File: config.mk
export PLATFORM = sky130hd
export DESIGN_NAME = fproc_meas_responder_flat
export DESIGN_NICKNAME = d
export VERILOG_FILES = /design/src/rtl/fproc_meas_responder_if.sv /design/src/rtl/fproc_meas_responder.sv /design/src/flat_wrapper.sv
export SDC_FILE = /design/constraint.sdc
export NUM_CORES = 2
export LEC_CHECK = 0
export CAP_MARGIN = 40
export CORE_MARGIN = 1
export CORE_UTILIZATION = 39
export DETAILED_ROUTE_END_ITERATION = 8
export GPL_TIMING_DRIVEN = 0
export PLACE_DENSITY = 0.57
export SYNTH_ARGS = -nofsm -noshare
export SYNTH_HDL_FRONTEND = slang
export SYNTH_SLANG_ARGS = --single-unit
export TNS_END_PERCENT = 1
File: constraint.sdc
create_clock -name clk -period 2.7 [get_ports clk]
set_clock_uncertainty 0.15 [all_clocks]
set_input_delay 0.27 -clock clk [delete_from_list [all_inputs] [get_ports clk]]
set_output_delay 0.27 -clock clk [all_outputs]
set_load 0.02 [all_outputs]
File: src/rtl/fproc_meas_responder_if.sv
// Bundles the fproc request/response lines and the readout write port of
// fproc_meas_responder. The master modport is the side that issues requests and
// writes results; the slave modport is the responder.
// With FPROC_TIMEOUT_EN defined the bundle also carries the per-core timeout_err flags.
interface fproc_meas_responder_if #(
  parameter int unsigned N_CORES        = 8,
  parameter int unsigned DATA_WIDTH     = 32,
  parameter int unsigned FPROC_ID_WIDTH = 8,
  parameter int unsigned N_MEAS         = 16
);
  localparam int unsigned IdxW = (N_MEAS > 1) ? $clog2(N_MEAS) : 1;

  logic [N_CORES-1:0]                fproc_enable;
  logic [N_CORES*FPROC_ID_WIDTH-1:0] fproc_id;
  logic [N_CORES-1:0]                fproc_ready;
  logic [N_CORES*DATA_WIDTH-1:0]     fproc_data;
  logic                              meas_valid;
  logic [IdxW-1:0]                   meas_idx;
  logic [DATA_WIDTH-1:0]             meas_data;
  logic                              meas_clear;
`ifdef FPROC_TIMEOUT_EN
  logic [N_CORES-1:0]                timeout_err;
`endif

  modport master (
    output fproc_enable, fproc_id, meas_valid, meas_idx, meas_data, meas_clear,
`ifdef FPROC_TIMEOUT_EN
    input  timeout_err,
`endif
    input  fproc_ready, fproc_data
  );

  modport slave (
    input  fproc_enable, fproc_id, meas_valid, meas_idx, meas_data, meas_clear,
`ifdef FPROC_TIMEOUT_EN
    output timeout_err,
`endif
    output fproc_ready, fproc_data
  );

endinterface

File: src/rtl/fproc_meas_responder.sv
// Responder end of the fproc interface.
// The block keeps a store of N_MEAS result slots, each with a valid bit.
// Each core has an independent IDLE/WAIT FSM. A request that hits a valid slot, or a slot
// written in the same cycle, is answered on the next cycle. A request that misses waits
// for a matching write and is then answered with the written data on the next cycle.
// Optional feature macro FPROC_TIMEOUT_EN: a waiting request gives up after TIMEOUT_CYCLES.
// On timeout it answers all ones and sets a sticky timeout_err bit for that core.
// The interface parameters must match this module's parameters.
module fproc_meas_responder #(
  parameter int unsigned N_CORES        = 8,
  parameter int unsigned DATA_WIDTH     = 32,
  parameter int unsigned FPROC_ID_WIDTH = 8,
  parameter int unsigned N_MEAS         = 16,
  parameter int unsigned TIMEOUT_CYCLES = 1024
) (
  input logic                  clk,
  input logic                  reset,
  fproc_meas_responder_if.slave bus
);

  localparam int unsigned IdxW = (N_MEAS > 1) ? $clog2(N_MEAS) : 1;

  typedef enum logic {StIdle, StWait} state_e;

  // Result store
  logic [DATA_WIDTH-1:0] slot_q [N_MEAS];
  logic [N_MEAS-1:0]     slot_valid_q;

  // Per-core request state
  state_e                              state_q    [N_CORES];
  state_e                              state_d    [N_CORES];
  logic [IdxW-1:0]                     wait_idx_q [N_CORES];
  logic [IdxW-1:0]                     wait_idx_d [N_CORES];
  logic [N_CORES-1:0]                  ready_q, ready_d;
  logic [N_CORES-1:0][DATA_WIDTH-1:0]  data_q, data_d;

  // Decoded request fields
  logic [N_CORES-1:0][FPROC_ID_WIDTH-1:0] core_id;
  logic [IdxW-1:0]                        core_idx [N_CORES];
  logic [N_CORES-1:0]                     id_oob;
  logic [N_CORES-1:0]                     wr_hit;
  logic [N_CORES-1:0]                     wait_hit;

`ifdef FPROC_TIMEOUT_EN
  localparam int unsigned CntW = (TIMEOUT_CYCLES > 1) ? $clog2(TIMEOUT_CYCLES) : 1;
  localparam logic [CntW-1:0] CntLast = CntW'(TIMEOUT_CYCLES - 1);

  logic [CntW-1:0]    cnt_q [N_CORES];
  logic [CntW-1:0]    cnt_d [N_CORES];
  logic [N_CORES-1:0] err_q, err_set;
`else
  logic unused_timeout;
  assign unused_timeout = ^TIMEOUT_CYCLES;
`endif

  assign core_id         = bus.fproc_id;
  assign bus.fproc_ready = ready_q;
  assign bus.fproc_data  = data_q;
`ifdef FPROC_TIMEOUT_EN
  assign bus.timeout_err = err_q;
`endif

  // Decode each core's id and compare it against the write port
  always_comb begin
    for (int i = 0; i < N_CORES; i++) begin
      core_idx[i] = core_id[i][IdxW-1:0];
      id_oob[i]   = 32'(core_id[i]) >= N_MEAS;
      wr_hit[i]   = bus.meas_valid && (bus.meas_idx == core_idx[i]);
      wait_hit[i] = bus.meas_valid && (bus.meas_idx == wait_idx_q[i]);
    end
  end

  // Result store: the written slot stays valid even under a simultaneous clear
  always_ff @(posedge clk or negedge reset) begin
    if (!reset) begin
      slot_valid_q <= '0;
      for (int s = 0; s < N_MEAS; s++) begin
        slot_q[s] <= '0;
      end
    end else begin
      if (bus.meas_clear) begin
        slot_valid_q <= '0;
      end
      if (bus.meas_valid) begin
        slot_q[bus.meas_idx]       <= bus.meas_data;
        slot_valid_q[bus.meas_idx] <= 1'b1;
      end
    end
  end

  // Per-core FSM state and registered response
  always_ff @(posedge clk or negedge reset) begin
    if (!reset) begin
      ready_q <= '0;
      data_q  <= '0;
      for (int i = 0; i < N_CORES; i++) begin
        state_q[i]    <= StIdle;
        wait_idx_q[i] <= '0;
      end
    end else begin
      ready_q <= ready_d;
      data_q  <= data_d;
      for (int i = 0; i < N_CORES; i++) begin
        state_q[i]    <= state_d[i];
        wait_idx_q[i] <= wait_idx_d[i];
      end
    end
  end

`ifdef FPROC_TIMEOUT_EN
  // Wait counters and sticky timeout flags
  always_ff @(posedge clk or negedge reset) begin
    if (!reset) begin
      err_q <= '0;
      for (int i = 0; i < N_CORES; i++) begin
        cnt_q[i] <= '0;
      end
    end else begin
      err_q <= err_q | err_set;
      for (int i = 0; i < N_CORES; i++) begin
        cnt_q[i] <= cnt_d[i];
      end
    end
  end
`endif

  // Per-core next-state and response selection
  always_comb begin
    for (int i = 0; i < N_CORES; i++) begin
      state_d[i]    = state_q[i];
      wait_idx_d[i] = wait_idx_q[i];
      ready_d[i]    = 1'b0;
      data_d[i]     = data_q[i];
`ifdef FPROC_TIMEOUT_EN
      cnt_d[i]      = cnt_q[i];
      err_set[i]    = 1'b0;
`endif
      unique case (state_q[i])
        StIdle: begin
          if (bus.fproc_enable[i]) begin
            if (id_oob[i]) begin
              ready_d[i] = 1'b1;
              data_d[i]  = '0;
            end else if (wr_hit[i]) begin
              // Same-cycle write wins over the stored value
              ready_d[i] = 1'b1;
              data_d[i]  = bus.meas_data;
            end else if (slot_valid_q[core_idx[i]]) begin
              ready_d[i] = 1'b1;
              data_d[i]  = slot_q[core_idx[i]];
            end else begin
              state_d[i]    = StWait;
              wait_idx_d[i] = core_idx[i];
`ifdef FPROC_TIMEOUT_EN
              cnt_d[i]      = '0;
`endif
            end
          end
        end
        StWait: begin
          // Enables and clears are ignored here; only a matching write resolves the wait
          if (wait_hit[i]) begin
            ready_d[i] = 1'b1;
            data_d[i]  = bus.meas_data;
            state_d[i] = StIdle;
`ifdef FPROC_TIMEOUT_EN
          end else if (cnt_q[i] == CntLast) begin
            ready_d[i] = 1'b1;
            data_d[i]  = '1;
            err_set[i] = 1'b1;
            state_d[i] = StIdle;
          end else begin
            cnt_d[i] = cnt_q[i] + 1'b1;
`endif
          end
        end
        default: begin
          state_d[i] = StIdle;
        end
      endcase
    end
  end

endmodule
File: src/flat_wrapper.sv
// flat-port wrapper written by rule: the top's interface ports become plain ports
module fproc_meas_responder_flat 
#(
  parameter int unsigned N_CORES        = 8,
  parameter int unsigned DATA_WIDTH     = 32,
  parameter int unsigned FPROC_ID_WIDTH = 8,
  parameter int unsigned N_MEAS         = 16,
  parameter int unsigned TIMEOUT_CYCLES = 1024
)
  (clk, reset, bus_fproc_enable, bus_fproc_id, bus_meas_valid, bus_meas_idx, bus_meas_data, bus_meas_clear, bus_fproc_ready, bus_fproc_data);
  fproc_meas_responder_if #(.N_CORES(N_CORES), .DATA_WIDTH(DATA_WIDTH), .FPROC_ID_WIDTH(FPROC_ID_WIDTH), .N_MEAS(N_MEAS)) bus_i ();
  input logic clk;
  input logic reset;
  input wire logic [$bits(bus_i.fproc_enable)-1:0] bus_fproc_enable;
  input wire logic [$bits(bus_i.fproc_id)-1:0] bus_fproc_id;
  input wire logic [$bits(bus_i.meas_valid)-1:0] bus_meas_valid;
  input wire logic [$bits(bus_i.meas_idx)-1:0] bus_meas_idx;
  input wire logic [$bits(bus_i.meas_data)-1:0] bus_meas_data;
  input wire logic [$bits(bus_i.meas_clear)-1:0] bus_meas_clear;
  output wire logic [$bits(bus_i.fproc_ready)-1:0] bus_fproc_ready;
  output wire logic [$bits(bus_i.fproc_data)-1:0] bus_fproc_data;
  assign bus_i.fproc_enable = bus_fproc_enable;
  assign bus_i.fproc_id = bus_fproc_id;
  assign bus_i.meas_valid = bus_meas_valid;
  assign bus_i.meas_idx = bus_meas_idx;
  assign bus_i.meas_data = bus_meas_data;
  assign bus_i.meas_clear = bus_meas_clear;
  assign bus_fproc_ready = bus_i.fproc_ready;
  assign bus_fproc_data = bus_i.fproc_data;
  fproc_meas_responder #(.N_CORES(N_CORES), .DATA_WIDTH(DATA_WIDTH), .FPROC_ID_WIDTH(FPROC_ID_WIDTH), .N_MEAS(N_MEAS), .TIMEOUT_CYCLES(TIMEOUT_CYCLES)) u_core (.clk(clk), .reset(reset), .bus(bus_i));
endmodule
==> flow_summary.ini <==
[clock_network]
clock_tree.buffer_depth = 3
root_buffer = sky130_fd_sc_hd__clkbuf_16
clk_pin_slew_ps = 60
cts.sink_count = 832
cts-buffers-inserted = 100
cts.htree.levels = 3
tritoncts = built
insertion_delay_ps = 810

[sta]
finalHoldViolations = 4
rsz_0062_raised_after_global_routing = yes
setup_viol = 232
drv_slew = 0
worst_hold_slack_ps = -2.411
layout_min_cycle_time_ps = 3000
tightest_slew_ps = 1035
fraction_of_the_cycle_the_final_worst_path_needs = 1.111
timing.setup.tns_ps = -18480
max_fclk_mhz = 333.3
relative_max_transition_margin = 0.3072
worst_setup_slack_after_layout_ps = -300.3

[global_route]
grt_overflow = 0
grt_start_max_net_pins = 116
first_pass_grt_wire_length_mm = 524.7
initial_antenna_violation_count = 45
aggregate_global_route_resource_usage = 0.4627
vias_in_the_first_global_route = 56540

[floorplanning]
placeableCoreArea_um2 = 167400
floorplan_die_height_um = 413.1
num_io_pins = 376
design.die.area_um2 = 170600
initial_utilization = 0.3936
rows = 150
die_w_um = 413.1

[run_status]
status = complete, but fails checks
violations = negative hold slack, negative setup slack

[worst_setup_path]
setup.worst_path.end_class = flip-flop
crit_path_start_kind = primary input
cp.required_ps = 3270
critPathMostFrequentCell = sky130_fd_sc_hd__clkbuf_1
cell_by_cell_listing_of_the_critical_path = buf_2, clkbuf_1, buf_6, nor2_1, clkbuf_1, a22oi_1, nand2_1, a22o_1, mux2_2
worstPathBufferInverterCount = 4
critPathMaxStageDelay_ps = 790
cp_top_family = buffers and inverters
arr_time_crit_path_ps = 3570
critPathSlowestCell = sky130_fd_sc_hd__clkbuf_1
path_class = primary input to flip-flop
critPathMaxFanout = 10

[power]
p_switching_uw = 28030
switching_share = 0.4031
pwr_density_cell_nw_per_um2 = 875.2
sequentialPowerShare = 0.326
clock_power_share = 0.225
leakage_uw = 0.03110
totalPowerFinal_uw = 69530
worst_ir_drop_vdd_uv = 577.0
cell_internal_pwr_uw = 41510
comb_power_share = 0.449

[routing]
drt_pre_antenna_iters = 9
routed_wire_length_per_instance_um = 52.58
antenna_violating_nets_post_route = 0
drc = 0
vias_per_cell = 7.900
routed_wirelength_mm = 399.5
route.vias.total = 60030
drt_initial_violations = 10560

[synthesis]
synth_warnings = 0
ys_top_cells_by_area = sky130_fd_sc_hd__mux4_2 (36%), sky130_fd_sc_hd__dfrtp_1 (32%), sky130_fd_sc_hd__mux2_2 (12%)
synthMostInstantiatedCell = sky130_fd_sc_hd__mux4_2
synth_sequential_area_ratio = 0.3159
synthesis.instances = 4633
synthDistinctLibCells = 56
synth_nets = 4745
synth_enable_flop_cells = 0
syn_area_um2 = 65900
post_synth_most_frequent_cells = sky130_fd_sc_hd__mux4_2 (1050), sky130_fd_sc_hd__dfrtp_1 (832), sky130_fd_sc_hd__mux2_2 (718)
async_flop_share = 1.000
synth_flop_cell = sky130_fd_sc_hd__dfrtp_1
synth_area_per_cell_um2 = 14.22
ys_ff_latch = 832
largest_area_contributor_in_the_synthesized_netlist = sky130_fd_sc_hd__mux4_2
synth_top_area_frac = 0.3588

[finish]
nNetsFinal = 5404
drive_above_1_share = 0.4952
layout-area-overhead-vs-synth_pct = 20.56
final_util = 0.4746

[min_path]
worst_hold_path_type = primary input to asynchronous set/reset pin

[place]
place.gp.congestion = 1.058
pre_cts_ws_ps = -1834
detailed_place_hpwl_mm = 294.5
number_of_port_buffers = 347

[run]
cap_violations = 0
[power by group through the flow]
stage / logic [uW] / registers, uW / clock network, uW
final: 31200 / 22700 / 15600
after floorplan: 16200 / 22000 / 0
after global routing: 31900 / 23000 / 16100
after global placement: 28900 / 22300 / 0
after detailed placement: 29700 / 22300 / 0
after CTS: 30100 / 22100 / 15700
[tightest hold or removal path: cells and delay by family]
kind	cells	cell delay (ps)
buf+inv	3	1060
[cells in the final DEF, fill, tap and decap left out, types with 9 or more instances in the layout]
cell type                         count
sky130_fd_sc_hd__mux4_2            1050
sky130_fd_sc_hd__dfrtp_1            816
sky130_fd_sc_hd__mux2_2             718
sky130_fd_sc_hd__clkdlybuf4s50_1    341
sky130_fd_sc_hd__a22oi_1            261
sky130_fd_sc_hd__a22o_1             251
sky130_fd_sc_hd__o22ai_1            237
sky130_fd_sc_hd__clkbuf_1           208
sky130_fd_sc_hd__nand2_1            160
sky130_fd_sc_hd__buf_2              146
sky130_fd_sc_hd__nor2_1             132
sky130_fd_sc_hd__buf_8              109
sky130_fd_sc_hd__buf_6              108
sky130_fd_sc_hd__clkbuf_16          104
sky130_fd_sc_hd__buf_4               88
sky130_fd_sc_hd__mux2_4              87
sky130_fd_sc_hd__xor2_1              48
sky130_fd_sc_hd__buf_1               44
sky130_fd_sc_hd__nand2b_1            35
sky130_fd_sc_hd__clkbuf_4            33
sky130_fd_sc_hd__nor2b_1             28
sky130_fd_sc_hd__clkbuf_2            22
sky130_fd_sc_hd__clkbuf_8            21
sky130_fd_sc_hd__diode_2             20
sky130_fd_sc_hd__or2_2               18
sky130_fd_sc_hd__bufinv_16           18
sky130_fd_sc_hd__clkinv_2            18
sky130_fd_sc_hd__xnor2_1             16
sky130_fd_sc_hd__and2_1              16
sky130_fd_sc_hd__dfrtp_2             16
sky130_fd_sc_hd__nor3_1              15
sky130_fd_sc_hd__nand3_1             14
sky130_fd_sc_hd__mux2i_1             14
sky130_fd_sc_hd__a21o_1              13
sky130_fd_sc_hd__buf_16              10
sky130_fd_sc_hd__inv_1                9
sky130_fd_sc_hd__buf_12               9
sky130_fd_sc_hd__a22oi_2              9
[kinds of logic (layout without fill, tap and decap cells)]
family,after synthesis,after routing,synth area share
buffers and inverters,569,1310,0.04209
and+or+nand+nor,464,464,0.03258
other,0,20,0
AOI/OAI and AO/OA,834,834,0.09725
muxes,1870,1870,0.5036
xor gates and xnor gates,64,64,0.008506
DFF,832,832,0.3159
[layer usage]
metal | vias to the layer above | track usage | share of wire
met5 | - | 0.03505 | 0.0023
met4 | 44 | 0.2771 | 0.074
met3 | 1572 | 0.2982 | 0.18
met2 | 6440 | 0.5991 | 0.39
met1 | 31240 | 0.5639 | 0.35
li1 | 20730 | - | -
[sequential cells by signal, indices dropped and copies added, names as in the netlist]
register                count
u_core.state_q              8
u_core.slot_valid_q        16
u_core.bus.fproc_data     256
u_core.slot_q             512
u_core.bus.fproc_ready      8
u_core.wait_idx_q          32
[area by class of cell]
class | instances | area, um2
clock buffers | 134 | 2905
clock inverters | 50 | 769.5
multi-input cells | 3232 | 42610
well taps | 2204 | 2758
repair buffers | 557 | 6395
plain buffers | 559 | 3084
inverters | 10 | 37.54
fillers | 14960 | 87960
flip-flops and latches | 832 | 20840
diodes | 20 | 50.05
[path summary, 6_finish.rpt]
path	start	endpoint	slack, ps	cells after the start
max in group asynchronous	reset	u_core.bus.fproc_data[86]$_DFFE_PN0P_	370	6
worst max register to register	u_core.state_q[4]$_DFF_PN0_	u_core.bus.fproc_data[106]$_DFFE_PN0P_	-120	6
min in group clk	bus_fproc_enable[0]	u_core.state_q[7]$_DFF_PN0_	40	2
worst max-delay path	bus_fproc_id[34]	u_core.bus.fproc_data[157]$_DFFE_PN0P_	-300	9
worst min register to register	u_core.bus.fproc_data[10]$_DFFE_PN0P_	u_core.bus.fproc_data[10]$_DFFE_PN0P_	340	1
worst min-delay path	reset	u_core.bus.fproc_data[168]$_DFFE_PN0P_	-2	3
[per-stage QoR]
| stage | cells | instance area, um2 |
|---|---|---|
| after global routing | 7583 | 79410 |
| final | 7598 | 79450 |
| after floorplan | 4633 | 65900 |
| after detailed placement | 7382 | 74930 |
| after global placement | 7184 | 72130 |
| after CTS | 7575 | 79090 |
[repair_timing]
action,CTS,global route
hold buffers,3,0
setup buffers,6,0
hold endpoints to repair,226,0
setup endpoints to repair,386,280
gates resized for setup,135,99
pin swaps,8,2
No activity file was read; power rests on OpenSTA's default activity.
